## src/rtl/if_axi_fetch_pkg.sv

```systemverilog
// Shared types and AXI constants for the instruction-fetch AXI read master.
package if_axi_fetch_pkg;

  localparam int unsigned IF_ADDR_W = 64;
  localparam int unsigned IF_DATA_W = 64;
  localparam int unsigned IF_INST_W = 32;

  // Fetch FSM encodings.
  typedef enum logic [1:0] {
    IFF_IDLE = 2'd0,
    IFF_ADDR = 2'd1,
    IFF_DATA = 2'd2
  } iff_state_e;

  // Single-beat, 8-byte, INCR instruction reads.
  localparam logic [7:0] AXI_LEN_1BEAT  = 8'd0;
  localparam logic [2:0] AXI_SIZE_8B    = 3'b011;
  localparam logic [1:0] AXI_BURST_INCR = 2'b01;
  localparam logic [2:0] AXI_PROT_INST  = 3'b100;
  localparam logic [1:0] AXI_RESP_OKAY  = 2'b00;

endpackage

```

## src/rtl/if_axi_fetch.sv

```systemverilog
// Instruction-fetch AXI4 read master: one single-beat read per fetch, 32-bit lane select.
// Optional R-response error flag enabled by defining IF_FETCH_ERR_CHK_EN.
module if_axi_fetch
  import if_axi_fetch_pkg::*;
#(
  parameter int unsigned ADDR_W = IF_ADDR_W,
  parameter int unsigned DATA_W = IF_DATA_W,
  parameter int unsigned INST_W = IF_INST_W
) (
  input  logic              clk,
  input  logic              rst,
  input  logic              fetch_en,
  input  logic [ADDR_W-1:0] fetch_addr,
  output logic              inst_valid,
  output logic [INST_W-1:0] inst,
  output logic [ADDR_W-1:0] inst_addr,
  output logic              ar_valid,
  input  logic              ar_ready,
  output logic [ADDR_W-1:0] ar_addr,
  output logic [7:0]        ar_len,
  output logic [2:0]        ar_size,
  output logic [1:0]        ar_burst,
  output logic [2:0]        ar_prot,
  input  logic              r_valid,
  output logic              r_ready,
  input  logic [DATA_W-1:0] r_data,
  input  logic [1:0]        r_resp,
  input  logic              r_last
`ifdef IF_FETCH_ERR_CHK_EN
  ,
  output logic              fetch_err
`endif
);

  iff_state_e        state_q, state_d;
  logic [ADDR_W-1:0] addr_q, addr_d;
  logic [INST_W-1:0] inst_q, inst_d;
  logic [ADDR_W-1:0] inst_addr_q, inst_addr_d;
  logic              inst_valid_q, inst_valid_d;
`ifdef IF_FETCH_ERR_CHK_EN
  logic              fetch_err_q, fetch_err_d;
`endif

  // r_last is always 1 for single-beat reads; r_resp only matters with error checking.
  logic unused_ok;
  assign unused_ok = ^{r_last, r_resp};

  always_ff @(posedge clk) begin
    if (rst) begin
      state_q      <= IFF_IDLE;
      addr_q       <= '0;
      inst_q       <= '0;
      inst_addr_q  <= '0;
      inst_valid_q <= 1'b0;
`ifdef IF_FETCH_ERR_CHK_EN
      fetch_err_q  <= 1'b0;
`endif
    end else begin
      state_q      <= state_d;
      addr_q       <= addr_d;
      inst_q       <= inst_d;
      inst_addr_q  <= inst_addr_d;
      inst_valid_q <= inst_valid_d;
`ifdef IF_FETCH_ERR_CHK_EN
      fetch_err_q  <= fetch_err_d;
`endif
    end
  end

  always_comb begin
    state_d      = state_q;
    addr_d       = addr_q;
    inst_d       = inst_q;
    inst_addr_d  = inst_addr_q;
    inst_valid_d = 1'b0;
    ar_valid     = 1'b0;
    r_ready      = 1'b0;
`ifdef IF_FETCH_ERR_CHK_EN
    fetch_err_d  = fetch_err_q;
`endif
    case (state_q)
      IFF_IDLE: begin
        if (fetch_en) begin
          addr_d  = fetch_addr;
          state_d = IFF_ADDR;
        end
      end
      IFF_ADDR: begin
        ar_valid = 1'b1;
        if (ar_ready) begin
          state_d = IFF_DATA;
        end
      end
      IFF_DATA: begin
        r_ready = 1'b1;
        if (r_valid) begin
          // addr[2] picks the upper or lower instruction within the 64-bit beat.
          inst_d       = addr_q[2] ? r_data[2*INST_W-1:INST_W] : r_data[INST_W-1:0];
          inst_addr_d  = addr_q;
          inst_valid_d = 1'b1;
          state_d      = IFF_IDLE;
`ifdef IF_FETCH_ERR_CHK_EN
          fetch_err_d  = (r_resp != AXI_RESP_OKAY);
`endif
        end
      end
      default: begin
        state_d = IFF_IDLE;
      end
    endcase
  end

  assign ar_addr    = {addr_q[ADDR_W-1:3], 3'b000};
  assign ar_len     = AXI_LEN_1BEAT;
  assign ar_size    = AXI_SIZE_8B;
  assign ar_burst   = AXI_BURST_INCR;
  assign ar_prot    = AXI_PROT_INST;
  assign inst       = inst_q;
  assign inst_addr  = inst_addr_q;
  assign inst_valid = inst_valid_q;
`ifdef IF_FETCH_ERR_CHK_EN
  assign fetch_err  = fetch_err_q;
`endif

endmodule

```

## config.mk

```make
export PLATFORM = sky130hd
export DESIGN_NAME = if_axi_fetch
export DESIGN_NICKNAME = d
export VERILOG_FILES = /design/src/rtl/if_axi_fetch_pkg.sv /design/src/rtl/if_axi_fetch.sv
export SDC_FILE = /design/constraint.sdc
export NUM_CORES = 1
export LEC_CHECK = 0
export ABC_AREA = 1
export CORE_MARGIN = 10
export CORE_UTILIZATION = 47
export CTS_CLUSTER_DIAMETER = 150
export DETAILED_ROUTE_END_ITERATION = 16
export MAX_ROUTING_LAYER = met4
export PLACE_DENSITY = 0.89
export SETUP_SLACK_MARGIN = 0.05
export SLEW_MARGIN = 10
export SYNTH_ARGS = -nofsm -noshare
export SYNTH_HDL_FRONTEND = slang
export SYNTH_SLANG_ARGS = --single-unit
```

## constraint.sdc

```tcl
create_clock -name clk -period 2.7 [get_ports clk]
set_clock_uncertainty 0.15 [all_clocks]
set_input_delay 0.54 -clock clk [delete_from_list [all_inputs] [get_ports clk]]
set_output_delay 0.54 -clock clk [all_outputs]
set_load 0.03 [all_outputs]
```

**After elaboration in Yosys (flattened, before gate mapping)**

Cells that the tools add are included.
Widths: inputs -> output; s select.

- Equal/unequal tests: 5
- Reductions and logical operators: 5
- Bitwise operators: 1
- Muxes and demuxes: 8

Operators by type and width:

| kind | number |
|---|---|
| $mux 32 | 1 |
| $mux 2 | 3 |
| $ne 2x2->1 const B | 3 |
| $pmux 2 s3 | 1 |
| $reduce_and 2->1 | 2 |
| $mux 1 | 3 |
| $reduce_and 3->1 | 1 |
| $eq 2x1->1 const B | 1 |
| $eq 2x2->1 const B | 1 |
| $logic_not 2->1 | 1 |
| $reduce_or 2->1 | 1 |
| $not 1->1 | 1 |

- Logic and storage cells: 24
- Input port bits: 136
- Register bits after elaboration: 163
- Output and inout port bits: 179

**Depth between registers and ports, before layout**

Gate-level depths: netlist of the first run.

- Depth after elaboration: 3
- Depth in mapped cells: 7
- Mapped depth without buffers: 5

**Least setup slack after synthesis of the first run**

OpenSTA, ideal clock, no wires.

- Path kind: reg2out
- Start: register state_q[1]
- End: output r_ready
- Buffers on the path: 0
- Arrival time: 848 ps
- Stages on the path, launching flop included: 3
- Data required time: 2010 ps
- Setup slack: 1162 ps
- Path through: dfxtp_1 -> inv_1 -> nor2_1

- Longest elaborated chain between the ends: 2

RTL lines:

| element | RTL line | source |
|---|---|---|
| from (decl) | if_axi_fetch.sv:35 | `iff_state_e state_q, state_d;` |
| from (signal assigned) | if_axi_fetch.sv:59 | `state_q <= state_d;` |
| $eq 2x2->1 | if_axi_fetch.sv:81 | `case (state_q)` |
| $mux 1 | if_axi_fetch.sv:81 |  |
| to (decl) | if_axi_fetch.sv:25 | `output logic r_ready,` |

No other way between the ends.

**Final worst setup path of the first run**

- Start: register state_q[0]
- End: output ar_valid

- Longest elaborated chain between the ends: 2

RTL lines:

| element | RTL line | source |
|---|---|---|
| $eq 2x1->1 | if_axi_fetch.sv:81 |  |
| $mux 1 | if_axi_fetch.sv:81 |  |
| to (decl) | if_axi_fetch.sv:17 | `output logic ar_valid,` |

No other way between the ends.

==> results of run 1 <==
-- cell families after synthesis --
| family | count (synthesis) | synth area share, % |
|---|---|---|
| compound gates | 66 | 4.24 |
| buf+inv | 319 | 19.9 |
| flops | 163 | 41.8 |
| other cells | 2 | 0.0963 |
| simple gates | 681 | 33.9 |
-- registers in the layout (all words and copies together) (netlist names) --
register / flops
state_q: 2
inst_valid: 1
addr_q: 64
inst_addr: 64
inst: 32
-- final timing paths --
check / to / slack, ns / cells past startpoint
worst max-delay path: ar_valid / 0.16 / 3
worst min-delay path: addr_q[1] / 0.35 / 2
worst max register to register: inst_addr[43] / 0.90 / 5
worst min register to register: addr_q[1] / 0.35 / 2
-- final cells by class --
type,instances,area (µm²),area share (%)
clock buffer,21,470,4.27
clock inverter,11,151,1.37
sequential,163,3260,29.6
timing repair buffer,311,3180,28.8
inverter,166,626,5.68
multi-input combinational,766,3060,27.8
tap,220,275,2.50
-- layout by cell type (no fill, tap or decap), types with 9 or more instances in the layout --
cell type / synthesis / final
buf_12: 0 / 9
nor2_1: 260 / 259
nand2_1: 355 / 355
a21oi_1: 66 / 66
clkdlybuf4s50_1: 0 / 291
clkbuf_16: 0 / 17
conb_1: 2 / 19
nand3_1: 65 / 65
dfxtp_1: 163 / 163
inv_1: 164 / 164
buf_4: 81 / 11
-- critical path, cell delays in order, from the launching register on --
cell and delay, ns:
dfxtp_1 0.43, inv_2 0.08, nor2_1 0.18, clkdlybuf4s50_1 0.75
-- metal layers --
metal  share of wire, %  wire length, µm  up-vias  track usage, %
li1                   -                -     3908               -
met1                 39             9100     3354            22.7
met2                 52            12100      218            35.2
met3                6.0             1390       52            4.67
met4                2.8              649        0            8.64
met5                  0                0        -               -
-- stage by stage --
step / power (µW) / cell area [µm²] / setup slack, ns / utilization [%] / hold WS, ns
global placement: 3910 / 10400 / 0.378 / 63.4 / 0.315
finish: 6400 / 11000 / 0.159 / 67.2 / 0.345
floorplan: 3510 / 7860 / 1.16 / - / 0.302
CTS: 6460 / 11000 / 0.108 / 67.2 / 0.347
detailed placement: 3940 / 10400 / 0.350 / 63.4 / 0.331
global route: 6690 / 11000 / 0.0696 / 67.2 / 0.374
-- report_power, final --
part / switching, µW / internal [µW]
Clock: 975 / 1540
Combinational: 727 / 538
Sequential: 89.4 / 2530
==> results.py, run 1 <==
metrics = {
    "drt": {
        "viasPerCell": 4.54,
        "avgRoutedWirePerCell_um": 14.0,
        "first_iter_violations": 353,
        "routed_wl_um": 23200,
        "ant_nets": 0,
        "via_count": 7532,
        "drc_errors": 0,
        "dr.pass1.iters": 4,
    },
    "sta": {
        "fin_crit_sh_pct": 94.1,
        "slew_violations": 0,
        "tns_ns": 0,
        "rsz0062_at_grt": "no",
        "setup_viol": 0,
        "period_minus_slack_ns": 2.54,
        "hold_viol_final": 0,
        "max_slew_margin_pct": 32.8,
        "fmax_ghz": 0.394,
        "tightest_slew_ns": 1.01,
    },
    "floorplan": {
        "fp.dieW_um": 149,
        "rows": 47,
        "die_area_um2": 22100,
        "core_um2": 16400,
        "die_height_um": 149,
        "io_pins": 315,
        "start_util_pct": 47.5,
    },
    "setup_path": {
        "critPathRequiredTime_ns": 2.01,
        "crit_fanout": 4,
        "crit_start": "state_q[0]",
        "r2r_start": "state_q[1]",
        "critical_path_class": "flop to primary output",
        "cp-start-kind": "flop",
        "cp_data_arrival_time_ns": 1.85,
        "worstSetupEndpointType": "primary output",
    },
    "grt": {
        "grt_pass1_vias": 7019,
        "grt_pass1_wl_um": 35900,
        "track_usage_pct": 20.6,
        "grt_max_degree": 76,
        "antenna_found_initial": 0,
        "overflow": 0,
    },
    "cells_and_area": {
        "drive_gt1_share_pct": 3.82,
        "layout.nets": 1561,
        "n_antenna_cell": 0,
        "layoutNonFillerInstCount": 1658,
        "filler_cell_count": 1337,
        "syn2layout_area_growth_pct": 41.3,
    },
    "hold_path": {
        "worstHoldStart": "addr_q[1]",
        "holdCritPathClass": "flop to flop",
    },
    "yosys": {
        "synth_area_leaders": "dfxtp_1 42%, nand2_1 17%, nor2_1 13%",
        "synth_cell_types": 13,
        "synth-seq-cells": 163,
        "avgSynthCellArea_um2": 6.34,
        "synth_top_area_share_pct": 41.8,
        "netlist_area_um2": 7800,
        "synth_flop_cell": "dfxtp_1",
        "synthCells": 1231,
        "yosysWarnings": 0,
        "ys_top_cells_by_count": "355 x nand2_1, 260 x nor2_1, 164 x inv_1",
        "synth-edff-count": 0,
        "ys_seq_area_share_pct": 41.8,
        "yosys.area.top_type": "dfxtp_1",
        "synth_most_common_cell": "nand2_1",
        "async_flop_share_pct": 0,
    },
    "clocking": {
        "cts_setup_buffers": 0,
        "post_cts_resized": 0,
        "cts_hold_buf": 0,
        "htree_levels": 4,
        "cts_tree": "done",
        "cts_made_buffers": 17,
        "cts.sinks": 163,
        "path_clk_slew_ns": 0.06,
        "clock_latency_ns": 0.42,
        "clockBufferDepth": 2,
        "root_buffer": "clkbuf_16",
    },
    "place": {
        "place_congestion": 0.867,
        "portBuffers": 292,
        "dp_hpwl_um": 17000,
        "place_inst": 1626,
    },
    "flow_run": {
        "max_cap_viol_count": 0,
    },
    "power_and_ir_drop": {
        "p_leak_uw": 0.00557,
        "power_density_nw_per_um2": 581,
        "peakVddDrop_v": 0.000396,
    },
    "status": {
        "status": "finished, final reports clean",
    },
}
No activity file was read; power rests on OpenSTA's default activity.
==> run 2: changes to the inputs <==
- ABC_CLOCK_PERIOD_IN_PS: not set -> 2700
- CORE_MARGIN: 10 -> 2
==> run 2 against run 1 <==
  * Worst hold slack worse by 0.013 ns
  * Combinational power barely moved
  * Setup slack gained 0.0056 ns
  * Critical path type unchanged
==> results.py, run 2 (synthesis gave the netlist of run 1 again) <==
metrics = {
    "clocking": {
        "path_clk_slew_ns": 0.06,
        "cts.sinks": 163,
        "cts_made_buffers": 17,
        "cts_setup_buffers": 0,
        "cts_tree": "done",
        "clockBufferDepth": 2,
        "clock_latency_ns": 0.42,
        "htree_levels": 4,
        "root_buffer": "clkbuf_16",
        "cts_hold_buf": 0,
        "post_cts_resized": 0,
    },
    "setup_path": {
        "reg2regPathDepth": 5,
        "r2r_start": "state_q[1]",
        "cp_data_arrival_time_ns": 1.85,
        "worstSetupEndpointType": "primary output",
        "critPathRequiredTime_ns": 2.01,
        "critical_path_class": "flop to primary output",
        "reg2reg_to": "addr_q[22]",
        "cp-start-kind": "flop",
        "worst-r2r-setup-slack_ns": 0.94,
        "crit_fanout": 4,
    },
    "hold_path": {
        "hold_depth": 2,
        "holdPathEnd": "inst_addr[0]",
        "worstHoldStart": "addr_q[0]",
        "holdCritPathClass": "flop to flop",
    },
    "power_and_ir_drop": {
        "p_leak_uw": 0.00552,
        "peakVddDrop_v": 0.000485,
        "power_density_nw_per_um2": 577,
    },
    "drt": {
        "routed_wl_um": 20600,
        "avgRoutedWirePerCell_um": 12.5,
        "dr.pass1.iters": 5,
        "drc_errors": 0,
        "first_iter_violations": 464,
        "via_count": 7490,
        "ant_nets": 0,
        "viasPerCell": 4.53,
    },
    "sta": {
        "fmax_ghz": 0.394,
        "hold_viol_final": 0,
        "slew_violations": 0,
        "tns_ns": 0,
        "rsz0062_at_grt": "no",
        "period_minus_slack_ns": 2.54,
        "fin_crit_sh_pct": 93.9,
        "max_slew_margin_pct": 35.3,
        "tightest_slew_ns": 0.969,
        "setup_viol": 0,
    },
    "grt": {
        "grt_max_degree": 82,
        "grt_pass1_vias": 6768,
        "antenna_found_initial": 0,
        "grt_pass1_wl_um": 32700,
        "track_usage_pct": 23.5,
        "overflow": 0,
    },
    "cells_and_area": {
        "seq_area_um2": 3260,
        "layout_commonest_cell": "nand2_1",
        "multi_input_area_um2": 3060,
        "n_antenna_cell": 0,
        "final_cell_mix": "355 x nand2_1, 291 x clkdlybuf4s50_1, 259 x nor2_1",
        "filler_cell_count": 1331,
        "final_area_um2": 10900,
        "syn2layout_area_growth_pct": 40.3,
        "drive_gt1_share_pct": 3.49,
        "layout.nets": 1558,
    },
    "floorplan": {
        "core_um2": 16400,
        "rows": 47,
        "io_pins": 315,
        "start_util_pct": 47.5,
        "die_area_um2": 17600,
        "fp.dieW_um": 133,
        "die_height_um": 133,
    },
    "place": {
        "place_congestion": 0.895,
        "dpl_cell_area_um2": 10400,
        "dp_hpwl_um": 14400,
        "portBuffers": 292,
    },
    "status": {
        "status": "finished, final reports clean",
    },
    "flow_run": {
        "max_cap_viol_count": 0,
    },
}
[run 2: cell types whose count changed in the layout (fill, tap and decap cells not counted), sizes merged]
cell,before,now
buf,20,17
clkbuf,21,19
inv,167,166
[run 2: stage by stage]
step	util (%)	instances	power [µW]	hold slack [ns]	setup slack, ns
6_report	66.7	1652	6310	0.333	0.165
2_1_floorplan	-	1248	3510	0.302	1.16
3_5_place_dp	63.1	1623	3930	0.320	0.600
4_1_cts	66.7	1652	6360	0.335	0.150
3_3_place_gp	63.1	1623	3900	0.313	0.641
5_1_grt	66.7	1652	6590	0.367	0.0839
[run 2: metal layers]
metal	global-route usage, %	part of all wire (%)
met5	-	0
met4	10.8	3.5
met2	39.7	50
met3	6.02	5.5
met1	26.1	41
[run 2: worst max-delay path, stage by stage, from the launching register on]
cell             delay (ns)
dfxtp_1                0.45
inv_1                  0.10
nor2_1                 0.14
clkdlybuf4s50_1        0.73
[run 2: worst max path at each step]
stage	start	cells after the start	to
floorplan	state_q[1]	2	r_ready
global placement	state_q[0]	3	ar_valid
detailed placement	state_q[0]	3	ar_valid
CTS	state_q[0]	3	ar_valid
global route	state_q[1]	3	r_ready
finish	state_q[1]	3	r_ready
[run 2: area by class of cell]
type                            instances  area share [%]
Inverter                              166            5.72
Multi-Input combinational cell        766            28.0
Clock buffer                           19            4.14
Sequential cell                       163            29.8
Tap cell                              220            2.52
Clock inverter                         10            1.24
Timing Repair Buffer                  308            28.6
[run 2: report_power, final]
group          internal [µW]  switching (µW)  total (µW)
clock network           1480             946        2430
registers               2530            89.4        2620
logic                    539             720        1260
total                   4560            1760        6310
